<file path="config.mk">
export PLATFORM = sky130hd
export DESIGN_NAME = dmi_jtag_access
export DESIGN_NICKNAME = d
export VERILOG_FILES = /design/src/rtl/dmi_jtag_access.sv
export SDC_FILE = /design/constraint.sdc
export NUM_CORES = 1
export LEC_CHECK = 0
export CAP_MARGIN = 10
export CORE_MARGIN = 4
export CORE_UTILIZATION = 40
export DETAILED_ROUTE_END_ITERATION = 8
export GPL_TIMING_DRIVEN = 1
export PLACE_DENSITY = 0.64
export SYNTH_ARGS = -nofsm -noshare
export SYNTH_HDL_FRONTEND = slang
export SYNTH_SLANG_ARGS = --single-unit
</file>
<file path="constraint.sdc">
create_clock -name tck_i -period 1.6 [get_ports tck_i]
set_clock_uncertainty 0.15 [all_clocks]
set_input_delay 0.32 -clock tck_i [delete_from_list [all_inputs] [get_ports tck_i]]
set_output_delay 0.32 -clock tck_i [all_outputs]
set_load 0.1 [all_outputs]
</file>
<file path="src/rtl/dmi_jtag_access.sv">
// rtl/dmi_jtag_access.sv - DMI data register and access engine in the JTAG clock domain
//
// Owns the DMI data register selected by the TAP. The register is shifted
// LSB first, decoded on Update-DR and issued as a valid/ready request toward
// the clock-domain crossing. Busy and failed status is sticky until cleared.
//
// Ports:
//   tck_i, trst_ni          JTAG clock, async active-low reset
//   dmi_clear_i             dmihardreset / TAP reset, synchronous clear
//   capture_i, shift_i,
//   update_i, dmi_select_i  TAP DR-state strobes and IR select
//   tdi_i, dmi_tdo_o        serial data in / out
//   dmi_error_o             sticky status: 0 ok, 2 failed, 3 busy
//   dmi_req_o               {addr, op[1:0], data[31:0]}
//   dmi_req_valid_o/ready_i request handshake
//   dmi_resp_i              {data[31:0], resp[1:0]}
//   dmi_resp_valid_i/ready_o response handshake

module dmi_jtag_access #(
  parameter int unsigned AddrWidth = 7
) (
  input  logic                  tck_i,
  input  logic                  trst_ni,
  input  logic                  dmi_clear_i,
  input  logic                  capture_i,
  input  logic                  shift_i,
  input  logic                  update_i,
  input  logic                  dmi_select_i,
  input  logic                  tdi_i,
  output logic                  dmi_tdo_o,
  output logic [1:0]            dmi_error_o,
  output logic [AddrWidth+33:0] dmi_req_o,
  output logic                  dmi_req_valid_o,
  input  logic                  dmi_req_ready_i,
  input  logic [33:0]           dmi_resp_i,
  input  logic                  dmi_resp_valid_i,
  output logic                  dmi_resp_ready_o
);

  localparam int unsigned DrWidth = AddrWidth + 34;

  typedef enum logic [2:0] {
    IDLE       = 3'd0,
    READ       = 3'd1,
    WAIT_READ  = 3'd2,
    WRITE      = 3'd3,
    WAIT_WRITE = 3'd4
  } state_e;

  state_e                 state_q;
  logic [DrWidth-1:0]     dr_q;
  logic [AddrWidth-1:0]   addr_q;
  logic [31:0]            data_q;
  logic [1:0]             error_q;
  logic [1:0]             req_op;
  logic                   busy;

  // Any TAP access to the register while a transaction is outstanding is a
  // protocol violation from the debugger's point of view.
  assign busy = (state_q != IDLE);

  always_ff @(posedge tck_i or negedge trst_ni) begin
    if (!trst_ni) begin
      state_q <= IDLE;
      dr_q    <= '0;
      addr_q  <= '0;
      data_q  <= '0;
      error_q <= 2'b00;
    end else if (dmi_clear_i) begin
      // Clear wins over any handshake in the same cycle; the CDC is flushed
      // by the same signal so abandoning the transaction is safe.
      state_q <= IDLE;
      dr_q    <= '0;
      addr_q  <= '0;
      data_q  <= '0;
      error_q <= 2'b00;
    end else begin
      if (capture_i && dmi_select_i) begin
        // A capture while busy reports busy immediately, matching the
        // error_q update below.
        dr_q <= {addr_q, data_q, (busy ? 2'b11 : error_q)};
      end else if (shift_i && dmi_select_i) begin
        dr_q <= {tdi_i, dr_q[DrWidth-1:1]};
      end

      case (state_q)
        IDLE: begin
          if (update_i && dmi_select_i && (error_q == 2'b00)) begin
            addr_q <= dr_q[DrWidth-1:34];
            case (dr_q[1:0])
              2'd1: state_q <= READ;
              2'd2: begin
                data_q  <= dr_q[33:2];
                state_q <= WRITE;
              end
              default: state_q <= IDLE;
            endcase
          end
        end
        READ:  if (dmi_req_ready_i) state_q <= WAIT_READ;
        WRITE: if (dmi_req_ready_i) state_q <= WAIT_WRITE;
        WAIT_READ: begin
          if (dmi_resp_valid_i) begin
            data_q <= dmi_resp_i[33:2];
            if ((dmi_resp_i[1:0] != 2'b00) && (error_q == 2'b00)) error_q <= 2'b10;
            state_q <= IDLE;
          end
        end
        WAIT_WRITE: begin
          if (dmi_resp_valid_i) begin
            if ((dmi_resp_i[1:0] != 2'b00) && (error_q == 2'b00)) error_q <= 2'b10;
            state_q <= IDLE;
          end
        end
        default: state_q <= IDLE;
      endcase

      // Placed last so busy overrides a failed response landing this cycle.
      if ((capture_i || update_i) && dmi_select_i && busy) error_q <= 2'b11;
    end
  end

  always_comb begin
    req_op = 2'b00;
    if (state_q == READ)  req_op = 2'b01;
    if (state_q == WRITE) req_op = 2'b10;
  end

  assign dmi_tdo_o        = dr_q[0];
  assign dmi_error_o      = error_q;
  assign dmi_req_o        = {addr_q, req_op, data_q};
  assign dmi_req_valid_o  = (state_q == READ) || (state_q == WRITE);
  assign dmi_resp_ready_o = (state_q == WAIT_READ) || (state_q == WAIT_WRITE);

endmodule

</file>
==> run metrics, run 1 <==
Worst Setup SP=dmi_error_o[0]; Setup Viol. Count Final=50; CTS tree=built; Clk pwr share=29.6%; detailed placer's ending HPWL=7620 um; Vias/cell=5.37; most numerous cell on the critical path=buf_12; I/O pins=90; count of max-cap constraint violations=0; critical path class=flip-flop to flip-flop; switching share of total power=33.0%; CP endpoint kind=flip-flop; H-tree level count=3; Hold Slack=0.215 ns; vias in the first global route=3773; outcome=finished, violations left; final hold violation count=0; clk_lat worst skew=0.36 ns; synthesis-stage register bit count=85; Hold Crit Depth=3; Reg2Reg Depth=7; Max Fclk=approximately 0.54 GHz; Via Count=between 3000 and 4000; Slowest-stage cell, CP=dfrtp_4; Initial Util=41.2%; synth unique cells=32; nets=584; die area=12400 um^2; RePlAce Congestion=0.821; Slew HR=~76%; Tightest Hold Check Type=input port to flip-flop; total gr overflow=0; most common cell after layout, fill and taps aside=dfrtp_1; Arr. time, crit path=1.98 ns; crit path max fanout=7; worst path required time=1.72 ns; core area=about 10000 um^2; Root Driver=clkbuf_8; layout cell share with drive strength beyond 1=42.6%; Reg2Reg Launch Point=dmi_error_o[0]; cell depth of the worst setup path=7; CP Buf/Inv Count=3; CP max stage delay=0.50 ns; Switch Pwr=1900 uW; Max clock buf depth=2; Syn Area/Cell=10.7 um^2; Seq/Total Area, Yosys=50.0%; DP Area=6050 um^2; Area contributors post-synth=dfrtp_1, mux2i_1, a211oi_2; Worst path top cell family by delay=flip-flops; WL/cell=19.4 um; Syn Inst Count=396; setup tns final=-8.21 ns; Area Growth Syn to Fin=68.4%; Internal=3870 uW; Post-synth EDFFs=0; Synth async-reset ratio=100%; Setup WS post-layout=-0.259 ns; Fillers=712; final worst path period share=116%; Least-Margin Pin Slew=0.354 ns; synthesized area=4260 um^2; Worst R2R Setup Slack=-0.26 ns; global-route wire length before repair=20300 um; Ys Warns=0; largest net degree at the start of global routing=29; CP cell instances=nor4bb_4 > o311a_4 > buf_6 > buf_12 > buf_12 > nor2_4 > a211oi_2; Die W=111 um; Final Cell Area=around 7200 um^2; CP endpoint=data_q[12]; DRT Wirelength=roughly 13000 um; Final ANT Viol Nets=0; cell taking the most area after synthesis=dfrtp_1; DRC violations left=0; failing checks=negative setup slack; Rows=37; Max Slew Vio Count=0; Worst setup SP type=flip-flop; total CTS buffers=9; P_leak=~0.0030 uW; # diodes=0; DRT Pass-1 Iters=4; Syn Nets=441; initial antenna violation count=0; Flop pwr share=roughly two fifths; Initial DRC Count=between 100 and 150; Min Clock Period, post-route=1.86 ns; unrepaired setup endpoints after global routing=yes; maximum vdd drop=roughly 0.48 mV; worst slack, placed=-0.531 ns; power per cell area=roughly 800 nW/um^2; Most used DFF post-synth=dfrtp_1; top cell type's share of synthesized area=roughly 50%; total power=5760 uW; CTS clk-pin slew, worst paths=~0.08 ns; port bufs=89; most frequent cells in the layout=dfrtp_1, mux2i_1, buf_12; Num Clock Sinks=85; gr usage total=20.2%; r2r endpoint=data_q[12]; Die Y=111 um; combinational power share=about 30%
## worst min-delay path, delay by kind of cell
kind,cells,cell delay [ns]
AOI/OAI and AO/OA,1,0.06
buffers and inverters,2,0.30
## sequential cells by signal, indices dropped and copies added, names as in the netlist
signal	count
addr_q	7
data_q	32
dmi_error_o	2
dr_q	41
state_q	3
## final cells by class
cell class	count	area, um^2	share of cell area, %
tap	136	170	2.37
clock buffer	11	131	1.83
sequential	85	2140	29.8
inverter	2	11.3	0.157
multi-input combinational	278	2270	31.6
clock inverter	5	83.8	1.17
timing repair buffer	163	2360	33.0
## cells in the mapped netlist (all sizes together) (2+ instances only)
cell	count
inv	2
mux2i	71
buf	15
mux2	2
and2	2
nand2	50
clkbuf	16
nand2b	3
nand3	8
dfrtp	85
o21ai	40
nor2	44
a21oi	10
o31ai	2
a211oi	33
## layer usage
metal / share of wire [%] / GRT usage [%] / up-vias
li1: - / - / 1687
met3: 4.6 / 3.49 / 22
met4: 1.6 / 5.43 / 0
met1: 43 / 27.0 / 1837
met2: 51 / 33.8 / 104
met5: 0 / 0 / -
## timing repair
item	4_1_cts	5_1_grt
gates cloned	6	5
resized for setup	39	64
hold buffers	1	0
pin swaps	8	22
buffers inserted	20	9
hold endpoints to repair	21	0
setup endpoints to repair	47	66
## cell families (layout without fill, tap and decap cells)
group | count (synthesis) | count (layout) | synth area share, %
AND/OR/NAND/NOR | 113 | 113 | 11.5
AO/OA/AOI/OAI | 90 | 90 | 16.3
flip-flops | 85 | 85 | 50.0
multiplexers | 73 | 73 | 17.2
buffers and inverters | 33 | 181 | 4.50
adder cells (fa/ha/maj) | 1 | 1 | 0.294
XOR/XNOR | 1 | 1 | 0.206
## how the worst min path moves through the flow
| stage | start | end | slack (ns) |
|---|---|---|---|
| after CTS | dmi_clear_i | dmi_error_o[0] | 0.18 |
| after global routing | dmi_clear_i | state_q[1] | 0.23 |
| after global placement | trst_ni | state_q[0] | 0.10 |
| after detailed placement | trst_ni | state_q[0] | 0.11 |
| after floorplan | trst_ni | addr_q[0] | -0.13 |
| final | dmi_clear_i | state_q[1] | 0.21 |
## power groups by stage
stage | clock network [uW] | logic (uW) | registers, uW
floorplan | 0 | 410 | 2760
global route | 1810 | 1800 | 2350
detailed placement | 0 | 1440 | 2360
finish | 1710 | 1720 | 2330
global placement | 0 | 1420 | 2360
CTS | 1700 | 1590 | 2320
## through the flow
step | std cells | util, %
6_report | 680 | 69.4
5_1_grt | 680 | 69.4
4_1_cts | 668 | 65.4
3_5_place_dp | 627 | 58.6
3_3_place_gp | 627 | 58.6
2_1_floorplan | 396 | -
(Power assumes the default switching activity.)
==> inputs of run 2 (changes only) <==
Settings changed: CORE_UTILIZATION 40 to 46, PLACE_DENSITY 0.64 to 0.72, TNS_END_PERCENT set to 20.
==> run 2 against run 1 <==
Effect of this change: the flow still finishes with violations (negative setup slack); setup slack worse by 0.0080 ns; non-clock buffer count decreased by 18; critical path depth shrank 2; flip-flop and latch count stayed put; total power down 9.3%; register-to-register slack improved by 0.03 ns; clock power down 21%; critical path type is now flip-flop to primary output; largest cell class is now sequential cells; largest power group unchanged; highest routed layer unchanged.
==> run metrics, run 2 (synthesis gave the netlist of run 1 again) <==
unrepaired setup endpoints after global routing=yes (unchanged); H-tree level count=3 (unchanged); count of max-cap constraint violations=0 (unchanged); DRT Pass-1 Iters=4 (unchanged); Least-Margin Pin Slew=0.444 ns (was 0.354 ns); Die W=104 um (was 111 um); Arr. time, crit path=1.40 ns (was 1.98 ns); failing checks=negative setup slack (unchanged); largest net degree at the start of global routing=33 (was 29); Min Clock Period, post-route=1.87 ns (was 1.86 ns); Max Fclk=0.536 GHz (was 0.538 GHz); CP endpoint=dmi_req_o[33] (was data_q[12]); Die Y=104 um (was 111 um); total gr overflow=0 (unchanged); crit path max fanout=3 (was 7); RePlAce Congestion=0.803 (was 0.821); critical path class=flip-flop to primary output (was flip-flop to flip-flop); Final ANT Viol Nets=0 (unchanged); power per cell area=794 nW/um^2 (was 804 nW/um^2); Fillers=584 (was 712); Worst path top cell family by delay=flip-flops (unchanged); Worst setup SP type=flip-flop (unchanged); final hold violation count=0 (unchanged); port bufs=89 (unchanged); Setup Viol. Count Final=47 (was 50); r2r endpoint=data_q[28] (was data_q[12]); Tightest Hold Check Type=input port to flip-flop (unchanged); Area Growth Syn to Fin=54.6% (was 68.4%); I/O pins=90 (unchanged); total CTS buffers=9 (unchanged); global-route wire length before repair=18600 um (was 20300 um); DP Cell Count=599 (was 627); core area=8850 um^2 (was 10300 um^2); clk_lat worst skew=0.36 ns (about the same); Slowest-stage cell, CP=dfrtp_1 (was dfrtp_4); Top reg by flops=dr_q (unchanged); setup tns final=-6.95 ns (was -8.21 ns); DRC violations left=0 (unchanged); final worst path period share=117% (was 116%); CTS clk-pin slew, worst paths=0.08 ns (about the same); Slew HR=70.4% (was 76.4%); DRT Wirelength=11600 um (was 13200 um); Num Clock Sinks=85 (unchanged); CTS tree=built (unchanged); die area=10900 um^2 (was 12400 um^2); Reg2Reg Launch Point=dr_q[0] (was dmi_error_o[0]); Largest register FFs=41 (unchanged); nets=566 (was 584); Initial DRC Count=168 (was 149); most common cell after layout, fill and taps aside=dfrtp_1 (unchanged); detailed placer's ending HPWL=7610 um (was 7620 um); # diodes=0 (unchanged); cell depth of the worst setup path=5 (was 7); CP endpoint kind=primary output (was flip-flop); worst path required time=1.13 ns (was 1.72 ns); layout cell share with drive strength beyond 1=34.4% (was 42.6%); Max Slew Vio Count=0 (unchanged); Root Driver=clkbuf_8 (unchanged); Worst Setup SP=state_q[0] (was dmi_error_o[0]); vias in the first global route=3624 (was 3773); CP max stage delay=0.41 ns (was 0.50 ns); Vias/cell=5.53 (was 5.37); P_leak=0.00278 uW (was 0.00298 uW); Max clock buf depth=2 (unchanged); CP Buf/Inv Count=3 (unchanged); maximum vdd drop=0.538 mV (was 0.475 mV); CP cell instances=buf_6 > nand2b_4 > clkinvlp_4 > and2_4 > buf_12 (was nor4bb_4 > o311a_4 > buf_6 > buf_12 > buf_12 > nor2_4 > a211oi_2); Initial Util=48.1% (was 41.2%); initial antenna violation count=0 (unchanged); Via Count=3507 (was 3650); most frequent cells in the layout=dfrtp_1, mux2i_1, buf_12 (unchanged); Regs by FF count=dr_q x41, data_q x32, addr_q x7 (unchanged); Worst R2R Setup Slack=-0.23 ns (was -0.26 ns); Rows=34 (was 37); Final Non-Filler Cells=634 (was 680); Hold Crit Start=dmi_clear_i (unchanged); outcome=finished, violations left (unchanged); gr usage total=21.0% (was 20.2%); Setup WS post-layout=-0.267 ns (was -0.259 ns); Reg2Reg Depth=7 (unchanged); WL/cell=18.3 um (was 19.4 um)
==> run 2: changes by cell type in the layout (fill, tap and decap cells not counted), moves of 4 or more <==
cell and change:
nand3_1 +6, buf_16 -6, buf_6 -7, a21oi_2 -4, o21ai_1 -5, nor2_1 +18, nand3_4 -4, o21ai_0 +5
nor2_4 -6, a21oi_1 +4, nor2_2 -12
==> run 2: power by group <==
group          leakage (uW)  switching [uW]  internal [uW]
sequential          0.00117             103           2220
clock             0.0000795             781            568
combinational       0.00153             905            651
total               0.00278            1790           3440
==> run 2: metrics by stage <==
stage / power [uW] / area (um^2) / hold WS, ns / worst slack [ns] / utilization [%]
after floorplan: 3160 / 4320 / -0.126 / -0.362 / -
after global routing: 5430 / 6580 / 0.224 / -0.316 / 74.4
final: 5230 / 6580 / 0.226 / -0.267 / 74.4
after CTS: 5190 / 6400 / 0.198 / -0.223 / 72.3
after global placement: 3780 / 6040 / 0.141 / -0.487 / 68.3
after detailed placement: 3800 / 6040 / 0.145 / -0.559 / 68.3
==> run 2: worst min-delay path: stages <==
cell     delay (ns)
buf_2          0.14
buf_4          0.18
a21oi_1        0.05
==> run 2: timing repair <==
item / CTS / global route
resized for setup: 20 / 20
cloned: 1 / 3
pin swaps: 4 / 6
hold buffers: 1 / 0
endpoints found under the setup margin: 48 / 74
buffers inserted: 8 / 7
hold endpoints to repair: 29 / 0
==> run 2: how the worst min path moves through the flow <==
stage                      endpoint  slack, ns  depth (start not counted)
final                     addr_q[5]       0.23                          3
after floorplan           addr_q[0]      -0.13                          0
after global routing      addr_q[1]       0.22                          3
after global placement      dr_q[8]       0.14                          1
after detailed placement    dr_q[8]       0.15                          1
after CTS                 addr_q[4]       0.20                          3
==> run 2: per-layer routing <==
metal  routed length [um]  part of all wire [%]  global-route usage [%]  vias up
li1                     -                     -                       -     1647
met1                 5260                    45                    30.1     1759
met2                 5740                    50                    33.0       92
met3                  445                   3.8                    3.29        9
met4                  138                   1.2                    6.27        0
met5                    0                     0                       0        -
==> run 2: area by class of cell <==
class	instances	area, um^2	share of cell area [%]
well taps	108	135	2.05
repair buffers	145	2030	30.8
clock buffers	11	131	2.00
multi-input cells	278	2100	31.9
flip-flops and latches	85	2140	32.5
clock inverters	5	37.5	0.570
inverters	2	11.3	0.171
